[src/rtl/inst_loader.sv]
// inst_loader: byte-stream program loader and run controller for the 9-bit core.
// Stream: count[7:0], count[15:8], then N pairs of {instr[7:0]}, {7'bx, instr[8]}.
// Words are written to instruction memory from address 0 upward. The core is held
// in init (cpu_start=1) until BOOT_CYC cycles after the final write. RUN length is
// then measured until cpu_halt.
module inst_loader #(
  parameter int AW       = 10,
  parameter int BOOT_CYC = 2
) (
  input  logic          CLK,
  input  logic          reset,
  input  logic          in_valid,
  input  logic [7:0]    in_data,
  output logic          in_ready,
  output logic          inst_wr_en,
  output logic [AW-1:0] inst_wr_addr,
  output logic [8:0]    inst_wr_data,
  output logic          cpu_start,
  input  logic          cpu_halt,
  output logic          done,
  output logic          err,
  output logic [15:0]   run_cycles
);

  localparam int BW = (BOOT_CYC > 1) ? $clog2(BOOT_CYC) : 1;

  typedef enum logic [2:0] {IDLE, CNT_HI, INS_LO, INS_HI, BOOT, RUN, DONE} state_t;

  state_t        state, state_nxt;
  logic [15:0]   cnt;        // instruction count N
  logic [AW:0]   idx;        // one extra bit so N = 2^AW is representable
  logic [7:0]    ins_lo;
  logic [BW-1:0] boot_cnt;
  logic [15:0]   hdr_n;
  logic          hdr_bad;
  logic          last_word;
  logic          acc;

  assign acc       = in_valid & in_ready;
  assign hdr_n     = {in_data, cnt[7:0]};
  assign hdr_bad   = (hdr_n == 16'd0) || (32'(hdr_n) > (32'd1 << AW));
  assign last_word = ((32'(idx) + 32'd1) == 32'(cnt));
  assign done      = (state == DONE);

  // State register; reset drops straight back to IDLE (cpu_start rises with it)
  always_ff @(posedge CLK or posedge reset) begin
    if (reset) state <= IDLE;
    else       state <= state_nxt;
  end

  // Next-state and handshake/init outputs, decoded from the current state
  always_comb begin
    state_nxt = state;
    in_ready  = 1'b0;
    cpu_start = 1'b0;
    case (state)
      IDLE: begin
        in_ready  = 1'b1;
        cpu_start = 1'b1;
        if (in_valid) state_nxt = CNT_HI;
      end
      CNT_HI: begin
        in_ready  = 1'b1;
        cpu_start = 1'b1;
        if (in_valid) state_nxt = hdr_bad ? IDLE : INS_LO;
      end
      INS_LO: begin
        in_ready  = 1'b1;
        cpu_start = 1'b1;
        if (in_valid) state_nxt = INS_HI;
      end
      INS_HI: begin
        in_ready  = 1'b1;
        cpu_start = 1'b1;
        if (in_valid) state_nxt = last_word ? BOOT : INS_LO;
      end
      BOOT: begin
        cpu_start = 1'b1;
        if (boot_cnt == '0) state_nxt = RUN;
      end
      RUN: begin
        // halt is only honoured here; earlier it may be stale from a previous run
        if (cpu_halt) state_nxt = DONE;
      end
      DONE: begin
        in_ready = 1'b1;
        if (in_valid) state_nxt = CNT_HI;
      end
      default: state_nxt = IDLE;
    endcase
  end

  // Datapath: header latch, word assembly, write strobe, boot countdown, run counter
  always_ff @(posedge CLK or posedge reset) begin
    if (reset) begin
      cnt          <= '0;
      idx          <= '0;
      ins_lo       <= '0;
      boot_cnt     <= '0;
      inst_wr_en   <= 1'b0;
      inst_wr_addr <= '0;
      inst_wr_data <= '0;
      err          <= 1'b0;
      run_cycles   <= '0;
    end else begin
      inst_wr_en <= 1'b0;
      err        <= 1'b0;
      case (state)
        IDLE, DONE: if (acc) cnt[7:0] <= in_data;
        CNT_HI: if (acc) begin
          if (hdr_bad) err <= 1'b1;
          else begin
            cnt        <= hdr_n;
            idx        <= '0;
            run_cycles <= '0;
          end
        end
        INS_LO: if (acc) ins_lo <= in_data;
        INS_HI: if (acc) begin
          inst_wr_en   <= 1'b1;
          inst_wr_addr <= idx[AW-1:0];
          inst_wr_data <= {in_data[0], ins_lo};
          idx          <= idx + 1'b1;
          // BOOT begins in the cycle this write is presented, so it counts toward BOOT_CYC
          boot_cnt     <= BW'(BOOT_CYC - 1);
        end
        BOOT: if (boot_cnt != '0) boot_cnt <= boot_cnt - 1'b1;
        RUN: if (!cpu_halt && run_cycles != 16'hFFFF) run_cycles <= run_cycles + 1'b1;
        default: ;
      endcase
    end
  end

endmodule

[config.mk]
export PLATFORM = sky130hd
export DESIGN_NAME = inst_loader
export DESIGN_NICKNAME = d
export VERILOG_FILES = /design/src/rtl/inst_loader.sv
export SDC_FILE = /design/constraint.sdc
export NUM_CORES = 1
export LEC_CHECK = 0
export ABC_AREA = 1
export BUFFER_PORTS_ARGS = -buffer_cell sky130_fd_sc_hd__buf_4
export CAP_MARGIN = 20
export CORE_AREA = 2 2 101 78
export DETAILED_ROUTE_END_ITERATION = 6
export DIE_AREA = 0 0 103 80
export PLACE_DENSITY = 0.78
export SLEW_MARGIN = 20
export SYNTH_ARGS = -nofsm -noshare
export SYNTH_HDL_FRONTEND = slang
export SYNTH_SLANG_ARGS = --single-unit
[constraint.sdc]
create_clock -name CLK -period 3.2 [get_ports CLK]
set_input_delay 0.48 -clock CLK [delete_from_list [all_inputs] [get_ports CLK]]
set_output_delay 0.48 -clock CLK [all_outputs]
set_load 0.005 [all_outputs]
==> results of run 1 <==
flip-flops by register name, indices dropped and copies added (netlist names):
| name | flops |
|---|---|
| ins_lo | 8 |
| boot_cnt | 1 |
| inst_wr_en | 1 |
| state | 3 |
| cnt | 16 |
| inst_wr_data | 9 |
| run_cycles | 16 |
| idx | 11 |
| inst_wr_addr | 10 |
| err | 1 |
layout make-up:
class | instances | area (um2)
sequential | 76 | 1900
clock buffer | 10 | 128
tap | 101 | 126
fill | 633 | 2440
timing repair buffer | 54 | 415
inverter | 68 | 255
clock inverter | 6 | 95.1
multi-input combinational | 403 | 1870
through the flow:
stage               setup WS, ns  utilization  power (mW)  instance area [um2]
floorplan                  0.782            -        1.84                 4100
global placement            1.05        0.631        2.13                 4560
CTS                         1.05        0.662        2.98                 4790
global route               0.812        0.663        3.17                 4790
detailed placement         0.998        0.631        2.16                 4560
finish                     0.969        0.663        2.98                 4790
layout by cell type, fill, tap and decap left out:
| master | count |
|---|---|
| nor4_1 | 1 |
| ha_1 | 2 |
| o21ai_0 | 36 |
| xor2_1 | 13 |
| nor4_4 | 1 |
| nor3b_1 | 1 |
| nor3_2 | 1 |
| buf_12 | 1 |
| clkbuf_1 | 1 |
| nand3_1 | 60 |
| a21oi_1 | 1 |
| o21ai_1 | 5 |
| dfrtp_1 | 76 |
| nand2_2 | 2 |
| inv_6 | 2 |
| nor2_4 | 3 |
| nor2_2 | 4 |
| o211ai_1 | 1 |
| nand4_2 | 1 |
| nand4_1 | 10 |
| clkbuf_8 | 9 |
| a22o_1 | 1 |
| nand2_1 | 202 |
| xnor2_1 | 1 |
| buf_2 | 1 |
| clkinv_4 | 2 |
| inv_1 | 60 |
| nor3_1 | 6 |
| o41ai_2 | 1 |
| inv_2 | 8 |
| buf_4 | 52 |
| nand3_2 | 2 |
| nor2_1 | 48 |
| bufinv_16 | 2 |
logic make-up (layout without fill, tap and decap cells):
kind of cell / after synthesis / after routing / share of synthesized area
compound gates: 45 / 45 / 0.0592
xor+xnor: 14 / 14 / 0.0299
fa+ha+maj: 2 / 2 / 0.00610
buf+inv: 81 / 138 / 0.0805
flops: 76 / 76 / 0.464
simple gates: 342 / 342 / 0.361
worst max-delay path, cell delays in order (launching register included):
cell,delay [ns]
dfrtp_1,0.47
inv_1,0.15
nand4_1,0.13
nor2_1,0.19
nand3_1,0.10
nand2_1,0.12
nand2_1,0.09
nand2_1,0.11
nand3_1,0.42
o21ai_0,0.35
power groups by stage:
stage / Sequential [mW] / Combinational [mW] / Clock, mW
finish: 1.34 / 0.824 / 0.823
detailed placement: 1.35 / 0.815 / 0
global placement: 1.34 / 0.790 / 0
floorplan: 1.30 / 0.540 / 0
CTS: 1.33 / 0.818 / 0.835
global route: 1.36 / 0.935 / 0.879
how the worst max path moves through the flow:
stage | cells after the start | endpoint | slack, ns
6_report | 9 | idx[1]$_DFFE_PP0P_ | 0.97
4_1_cts | 9 | idx[6]$_DFFE_PP0P_ | 1.05
3_5_place_dp | 10 | idx[6]$_DFFE_PP0P_ | 1.0
3_3_place_gp | 9 | run_cycles[14]$_DFFE_PP0P_ | 1.05
2_1_floorplan | 1 | boot_cnt$_DFFE_PP0P_ | 0.78
5_1_grt | 9 | run_cycles[12]$_DFFE_PP0P_ | 0.81
routing by layer:
metal | vias to the layer above | global-route usage | wire length [um] | part of all wire
li1 | 1875 | - | - | -
met1 | 1745 | 0.386 | 4540 | 0.46
met3 | 16 | 0.0490 | 793 | 0.081
met5 | - | 0 | 0 | 0
met2 | 156 | 0.387 | 4320 | 0.44
met4 | 0 | 0.0803 | 152 | 0.015
==> impl_metrics.py, run 1 <==
metrics = {
    "job": {
        "cap_violations": 0,
    },
    "power": {
        "leakage_nw": 2.46,
        "pwr-share-comb": 0.276,
        "powerDensity_nw_per_um2": 622,
        "p_int_mw": 1.94,
        "p_seq_frac": 0.448,
        "p_sw_mw": 1.04,
        "clkPwrFrac": 0.276,
        "ir_worst_vdd_v": 0.000353,
        "swShare": 0.350,
    },
    "worst_setup_path": {
        "critical_path_class": "register to register",
        "arrival_ns": 2.49,
        "required_ns": 3.46,
        "critPathMaxFanout": 12,
        "regToRegStartpoint": "cnt[5]$_DFFE_PP0P_",
        "regToRegSetupSlack_ns": 0.97,
        "crit_start": "cnt[5]$_DFFE_PP0P_",
        "start_kind": "register",
        "reg2reg_depth": 9,
        "crit_path_end_kind": "register",
        "reg2reg_to": "idx[1]$_DFFE_PP0P_",
    },
    "yosys": {
        "dominantRegCellSynth": "dfrtp_1",
        "yosys-top-cells-area": "dfrtp_1 (46%), nand2_1 (18%), nand3_1 (7.3%)",
        "yosysWarnings": 0,
        "syn-cell-area_um2": 4100,
        "ys_ff_latch": 76,
        "synth.top_cell.area_share": 0.464,
        "synth-edff-count": 0,
        "yosysUniqueCellTypes": 30,
        "synth.most_common_cell": "nand2_1",
        "async_reset_ff_frac": 1.00,
        "yosys-top-cells-count": "nand2_1 (202), dfrtp_1 (76), inv_1 (61)",
        "synth_cells": 560,
        "synth.avg_cell_area_um2": 7.33,
        "yosysTopAreaCell": "dfrtp_1",
        "syn_nets": 574,
        "yosysSeqAreaShare": 0.464,
    },
    "timing": {
        "finalHoldViolations": 0,
        "fin_crit_sh": 0.697,
        "fmax_ghz": 0.448,
        "slew_headroom": 0.534,
        "timing.final.crit_period_ns": 2.23,
        "fin_skew_ns": 0.0120,
        "hold_slack_ns": 0.239,
        "fin_setup_tns_ns": 0,
        "rsz0062_at_grt": "no",
        "setup_viol": 0,
        "drv_slew": 0,
        "max_slew.worst_pin.slew_ns": 0.698,
    },
    "drt": {
        "drc": 0,
        "routed_wl_mm": 9.81,
        "drtIter0Drc": 272,
        "first_pass_iters": 5,
        "vias_per_cell": 5.28,
        "ant_nets": 0,
        "vias": 3792,
        "wire_per_inst_um": 13.7,
    },
    "clocking": {
        "clock_latency_ns": 0.36,
        "cts_buffers": 9,
        "clockBufferDepth": 2,
        "cts_tree": "yes",
        "ctsHoldBuffers": 0,
        "clock-root-buffer": "clkbuf_8",
        "postCtsSetupBuffers": 0,
        "clk_pin_slew_worst_paths_ns": 0.09,
        "htreeDepth": 3,
        "cts_sinks": 76,
        "cts_resized": 0,
    },
    "placed_design": {
        "dp_hpwl_mm": 7.20,
        "place_congestion": 0.914,
        "io_buffers": 51,
        "dp_cells": 701,
    },
    "finish": {
        "area_growth_pct": 16.8,
        "final_nets": 626,
        "drive_gt1_frac": 0.149,
        "diodes": 0,
        "fin_cells": 718,
    },
    "floorplanning": {
        "rows": 27,
        "core_area_um2": 7230,
        "io-pin-count": 52,
        "start_util": 0.567,
        "die-area_um2": 8240,
        "die_y_um": 80,
        "die_x_um": 103,
    },
    "global_route": {
        "grt_max_degree": 46,
        "antenna_found_initial": 0,
        "grt_pass1_wl_mm": 16.5,
        "grt_remaining_overflow": 0,
        "grt_pass1_vias": 3465,
        "grt_usage": 0.261,
    },
    "worst_hold_path": {
        "hp-class": "input pin to async pin",
    },
    "run_status": {
        "outcome": "finished, final reports clean",
    },
}
(Power assumes the default switching activity.)
==> run 2: changes to the inputs <==
--- a/config.mk
+++ b/config.mk
@@ -5,12 +5,12 @@
 export SDC_FILE = /design/constraint.sdc
 export NUM_CORES = 1
 export LEC_CHECK = 0
-export ABC_AREA = 1
+export ABC_AREA = 0
 export BUFFER_PORTS_ARGS = -buffer_cell sky130_fd_sc_hd__buf_4
 export CAP_MARGIN = 20
-export CORE_AREA = 2 2 101 78
+export CORE_AREA = 2 2 98 76
 export DETAILED_ROUTE_END_ITERATION = 6
-export DIE_AREA = 0 0 103 80
+export DIE_AREA = 0 0 100 78
 export PLACE_DENSITY = 0.78
 export SLEW_MARGIN = 20
 export SYNTH_ARGS = -nofsm -noshare
==> constraint.sdc (replaced) <==
create_clock -name CLK -period 2.2 [get_ports CLK]
set_input_delay 0.33 -clock CLK [delete_from_list [all_inputs] [get_ports CLK]]
set_output_delay 0.33 -clock CLK [all_outputs]
set_load 0.005 [all_outputs]
==> impl_metrics.py, run 2 <==
metrics = {
    "timing": {
        "fin_crit_sh": 0.926,
        "fin_setup_tns_ns": 0,
        "finalHoldViolations": 0,
        "setup_viol": 0,
        "timing.final.crit_period_ns": 2.04,
        "slew_headroom": 0.664,
        "drv_slew": 0,
        "max_slew.worst_pin.slew_ns": 0.500,
        "rsz0062_at_grt": "no",
        "fmax_ghz": 0.491,
        "fin_skew_ns": 0.00751,
    },
    "drt": {
        "routed_wl_mm": 8.32,
        "drc": 0,
        "first_pass_iters": 4,
        "vias": 2968,
        "ant_nets": 0,
        "drtIter0Drc": 204,
        "wire_per_inst_um": 15.8,
        "vias_per_cell": 5.63,
    },
    "worst_setup_path": {
        "start_kind": "register",
        "crit_path_end_kind": "register",
        "critPathMaxFanout": 10,
        "required_ns": 2.49,
        "reg2reg_depth": 6,
        "critical_path_class": "register to register",
        "regToRegStartpoint": "idx[0]$_DFFE_PP0P_",
        "max_stage_delay_ns": 0.52,
        "crit_start": "idx[0]$_DFFE_PP0P_",
        "cpMaxStageDelayCell": "dfrtp_1",
        "arrival_ns": 2.33,
        "crit_chain": "ha_4 -> nand4_4 -> a2111oi_2 -> o2111ai_1 -> nor4_2 -> a32o_2",
    },
    "power": {
        "p_int_mw": 2.75,
        "p_seq_frac": 0.465,
        "powerDensity_nw_per_um2": 932,
        "ir_worst_vdd_v": 0.000642,
        "clkPwrFrac": 0.239,
        "leakage_nw": 2.13,
        "pwr-share-comb": 0.296,
        "p_sw_mw": 1.42,
        "swShare": 0.340,
    },
    "yosys": {
        "syn_nets": 397,
        "async_reset_ff_frac": 1.00,
        "syn-cell-area_um2": 3790,
        "synth-edff-count": 0,
        "yosysTopAreaCell": "dfrtp_1",
        "yosys-top-cells-area": "dfrtp_1 (50%), nand2_1 (7.1%), mux2_2 (5.6%)",
        "yosysWarnings": 0,
        "yosys-top-cells-count": "dfrtp_1 (76), nand2_1 (72), nor2_1 (30)",
        "synth.avg_cell_area_um2": 9.91,
        "ys_ff_latch": 76,
        "yosysUniqueCellTypes": 56,
        "dominantRegCellSynth": "dfrtp_1",
        "yosysSeqAreaShare": 0.501,
        "synth.most_common_cell": "dfrtp_1",
        "synth_cells": 383,
        "synth.top_cell.area_share": 0.501,
    },
    "clocking": {
        "cts_resized": 0,
        "ctsHoldBuffers": 0,
        "clk_pin_slew_worst_paths_ns": 0.08,
        "cts_sinks": 76,
        "postCtsSetupBuffers": 0,
        "cts_tree": "yes",
        "clock_latency_ns": 0.35,
        "htreeDepth": 3,
        "clock-root-buffer": "clkbuf_8",
        "clockBufferDepth": 2,
        "cts_buffers": 9,
    },
    "finish": {
        "area_growth_pct": 17.9,
        "diodes": 0,
        "fillers": 538,
        "drive_gt1_frac": 0.262,
        "mostFrequentLayoutCell": "dfrtp_1",
        "final_nets": 452,
        "utilization": 0.661,
        "final_cell_mix": "dfrtp_1 (76), nand2_1 (72), buf_4 (63), nor2_1 (30), mux2_2 (19)",
        "reg_top3": "cnt (16), run_cycles (16), idx (11)",
    },
    "global_route": {
        "grt_usage": 0.231,
        "grt_pass1_vias": 2920,
        "grt_pass1_wl_mm": 14.2,
        "antenna_found_initial": 0,
        "grt_remaining_overflow": 0,
        "grt_max_degree": 77,
    },
    "floorplanning": {
        "die-area_um2": 7800,
        "core_area_um2": 6770,
        "io-pin-count": 52,
        "die_y_um": 78,
        "rows": 26,
        "start_util": 0.561,
        "die_x_um": 100,
    },
    "placed_design": {
        "place_congestion": 0.891,
        "dp_hpwl_mm": 5.86,
        "io_buffers": 51,
    },
    "run_status": {
        "outcome": "finished, final reports clean",
    },
    "job": {
        "cap_violations": 0,
    },
    "worst_hold_path": {
        "hp-class": "input pin to async pin",
    },
}
-- run 2: cell types whose count changed in the layout (fill, tap and decap cells not counted), moves of 11 or more --
cell,delta
inv_1,-54
xnor2_1,+12
buf_4,+11
mux2_2,+19
o21ai_0,-19
nand2_1,-130
nand3_1,-47
nor2_1,-18
-- run 2: worst max-delay path, delay by kind of cell, from the launching register on --
family / cells / cell delay, ns
AO/OA/AOI/OAI: 3 / 0.78
flip-flops: 1 / 0.52
AND/OR/NAND/NOR: 2 / 0.42
adder cells (fa/ha/maj): 1 / 0.25
-- run 2: logic make-up after synthesis --
group,Yosys count,synth area share
mux,21,0.0617
xor+xnor,27,0.0623
fa+ha+maj,2,0.00659
compound gates,59,0.103
flops,76,0.501
buf+inv,27,0.0382
simple gates,171,0.227
-- run 2: worst paths after layout --
path	to	slack [ns]
max	state[2]$_DFFE_PP0P_	0.16
min	boot_cnt$_DFFE_PP0P_	0.08
max reg2reg	state[2]$_DFFE_PP0P_	0.16
min reg2reg	inst_wr_data[5]$_DFFE_PP0P_	0.48
max in group asynchronous	idx[8]$_DFFE_PP0P_	1.79
min in group CLK	ins_lo[7]$_DFFE_PP0P_	0.23
-- run 2: layout make-up --
class	count	area, um2	share of cell area
clock buffer	10	138	0.0308
clock inverter	6	45.0	0.0101
inverter	7	30.0	0.00671
tap	84	105	0.0235
timing repair buffer	64	493	0.110
sequential	76	1900	0.425
multi-input combinational	280	1760	0.394
-- run 2: power by group through the flow --
stage	clock (mW)	sequential, mW	combinational [mW]
after floorplan	0	1.89	0.845
after global placement	0	1.94	1.17
after detailed placement	0	1.96	1.21
after CTS	1.02	1.93	1.22
after global routing	1.08	1.98	1.37
final	0.995	1.94	1.23
-- run 2: per-stage QoR --
| stage | hold slack, ns | cell area, um2 | worst slack (ns) | power (mW) | cells |
|---|---|---|---|---|---|
| after floorplan | 0.435 | 3800 | 0.410 | 2.74 | 383 |
| after global placement | 0.453 | 4280 | 0.173 | 3.10 | 511 |
| after detailed placement | 0.463 | 4280 | 0.0373 | 3.17 | 511 |
| after CTS | 0.0944 | 4460 | 0.0123 | 4.17 | 527 |
| after global routing | 0.108 | 4470 | 0.0332 | 4.43 | 527 |
| final | 0.0782 | 4470 | 0.162 | 4.17 | 527 |
-- run 2: layer usage --
| metal | GRT usage | routed length [um] | vias up |
|---|---|---|---|
| met1 | 0.334 | 4050 | 1446 |
| met2 | 0.341 | 3800 | 71 |
| met5 | 0 | 0 | - |
| met4 | 0.0767 | 92 | 0 |
| met3 | 0.0577 | 375 | 8 |
| li1 | - | - | 1443 |
==> run 3: changes to the inputs <==
--- a/config.mk
+++ b/config.mk
@@ -9,9 +9,11 @@
 export BUFFER_PORTS_ARGS = -buffer_cell sky130_fd_sc_hd__buf_4
 export CAP_MARGIN = 20
 export CORE_AREA = 2 2 98 76
+export CTS_CLUSTER_SIZE = 20
 export DETAILED_ROUTE_END_ITERATION = 6
 export DIE_AREA = 0 0 100 78
 export PLACE_DENSITY = 0.78
+export REMOVE_ABC_BUFFERS = 1
 export SLEW_MARGIN = 20
 export SYNTH_ARGS = -nofsm -noshare
 export SYNTH_HDL_FRONTEND = slang
==> impl_metrics.py, run 3 (synthesized netlist as in run 2, its figures left out) <==
metrics = {
    "clocking": {
        "clock_latency_ns": 0.35,
        "cts_tree": "yes",
        "htreeDepth": 3,
        "clock-root-buffer": "clkbuf_8",
        "cts_buffers": 9,
        "clk_pin_slew_worst_paths_ns": 0.08,
        "postCtsSetupBuffers": 0,
        "cts_sinks": 76,
        "clockBufferDepth": 2,
    },
    "job": {
        "cap_violations": 0,
    },
    "power": {
        "leakage_nw": 2.13,
        "powerDensity_nw_per_um2": 950,
        "ir_worst_vdd_v": 0.000675,
    },
    "timing": {
        "setup_viol": 0,
        "fmax_ghz": 0.505,
        "slew_headroom": 0.633,
        "fin_crit_sh": 0.899,
        "finalHoldViolations": 0,
        "timing.final.crit_period_ns": 1.98,
        "max_slew.worst_pin.slew_ns": 0.550,
        "rsz0062_at_grt": "no",
        "fin_skew_ns": 0.00869,
        "drv_slew": 0,
        "fin_setup_tns_ns": 0,
    },
    "finish": {
        "fin_cells": 527,
        "mostFrequentLayoutCell": "dfrtp_1",
        "reg_top3": "cnt (16), run_cycles (16), idx (11)",
        "final_nets": 452,
        "final_cell_mix": "dfrtp_1 (76), nand2_1 (72), buf_4 (63), nor2_1 (30), mux2_2 (19)",
        "area_growth_pct": 18.2,
        "drive_gt1_frac": 0.260,
        "diodes": 0,
    },
    "drt": {
        "drc": 0,
        "wire_per_inst_um": 15.9,
        "vias_per_cell": 5.65,
        "vias": 2979,
        "routed_wl_mm": 8.36,
        "ant_nets": 0,
        "drtIter0Drc": 246,
        "first_pass_iters": 5,
    },
    "worst_setup_path": {
        "cp.buffers_inverters": 0,
        "start_kind": "register",
        "regToRegStartpoint": "idx[1]$_DFFE_PP0P_",
        "crit_chain": "ha_2 -> xnor2_1 -> nand4_1 -> a2111oi_2 -> o2111ai_1 -> nor4_2 -> a32o_2",
        "reg2reg_depth": 7,
        "critPathMaxFanout": 6,
        "reg2reg_to": "state[2]$_DFFE_PP0P_",
        "crit_start": "idx[1]$_DFFE_PP0P_",
        "cpMaxStageDelayCell": "dfrtp_1",
        "max_stage_delay_ns": 0.44,
        "critPathTopFamily": "compound AO/OA/AOI/OAI gates",
        "crit_path_end_kind": "register",
        "regToRegSetupSlack_ns": 0.22,
        "required_ns": 2.49,
        "arrival_ns": 2.27,
        "critical_path_class": "register to register",
    },
    "global_route": {
        "grt_pass1_vias": 2806,
        "grt_max_degree": 77,
        "grt_remaining_overflow": 0,
        "antenna_found_initial": 0,
        "grt_usage": 0.233,
        "grt_pass1_wl_mm": 14.2,
    },
    "placed_design": {
        "io_buffers": 51,
        "place_congestion": 0.867,
        "dp_cells": 511,
        "dp_hpwl_mm": 5.66,
    },
    "run_status": {
        "outcome": "finished, final reports clean",
    },
    "worst_hold_path": {
        "hp-class": "input pin to async pin",
    },
    "floorplanning": {
        "core_area_um2": 6770,
        "start_util": 0.561,
        "io-pin-count": 52,
        "rows": 26,
        "die_y_um": 78,
        "die-area_um2": 7800,
        "die_x_um": 100,
    },
}
run 3: changes by cell type in the layout (fill, tap and decap cells not counted):
cell	before	now
inv_2	0	1
clkinv_2	2	0
o31ai_2	1	0
clkbuf_1	0	1
ha_2	0	1
o31ai_4	0	1
clkbuf_8	10	9
ha_4	1	0
inv_6	3	2
bufinv_16	0	1
clkinvlp_4	1	2
run 3: worst max-delay path by stage:
stage	endpoint	cells after the start	slack (ns)
final	state[2]$_DFFE_PP0P_	7	0.22
after global routing	run_cycles[13]$_DFFE_PP0P_	6	0.02
after CTS	state[2]$_DFFE_PP0P_	6	0.14
after detailed placement	state[2]$_DFFE_PP0P_	6	0.16
after global placement	state[2]$_DFFE_PP0P_	6	0.24
after floorplan	idx[8]$_DFFE_PP0P_	6	-0.16
run 3: worst reg2reg max path, stage by stage, from the launching register on:
cell and delay, ns:
dfrtp_1 0.44, ha_2 0.38, xnor2_1 0.12, nand4_1 0.13, a2111oi_2 0.26, o2111ai_1 0.18
nor4_2 0.22, a32o_2 0.21
run 3: routing by layer:
layer	GRT usage	wire length, um	vias up
li1	-	-	1449
met1	0.360	4000	1415
met2	0.324	3700	106
met3	0.0613	574	9
met4	0.0603	80	0
met5	0	0	-
run 3: final cells by class:
class / count / area [um2]
fill: 548 / 2280
sequential: 76 / 1900
multi-input combinational: 280 / 1760
timing repair buffer: 64 / 493
clock buffer: 10 / 128
tap: 84 / 105
clock inverter: 6 / 71.3
inverter: 7 / 26.3
run 3: what timing repair did:
item                       4_1_cts  5_1_grt
hold buffers                     0        0
resized for setup                0        2
setup endpoints to repair        0        3
run 3: report_power, final:
| group | switching (mW) | total, mW | internal [mW] |
|---|---|---|---|
| clock | 0.542 | 1.08 | 0.534 |
| combinational | 0.655 | 1.28 | 0.624 |
| sequential | 0.217 | 1.90 | 1.69 |
| total | 1.41 | 4.26 | 2.84 |
run 3: stage by stage:
stage | util | hold slack, ns | total power, mW | setup WS, ns | area, um2
floorplan | - | 0.435 | 2.68 | -0.157 | 3680
global placement | 0.632 | 0.448 | 3.15 | 0.237 | 4270
detailed placement | 0.632 | 0.457 | 3.20 | 0.162 | 4270
CTS | 0.661 | 0.0819 | 4.28 | 0.142 | 4470
global route | 0.663 | 0.0808 | 4.53 | 0.0242 | 4480
finish | 0.663 | 0.0528 | 4.26 | 0.221 | 4480
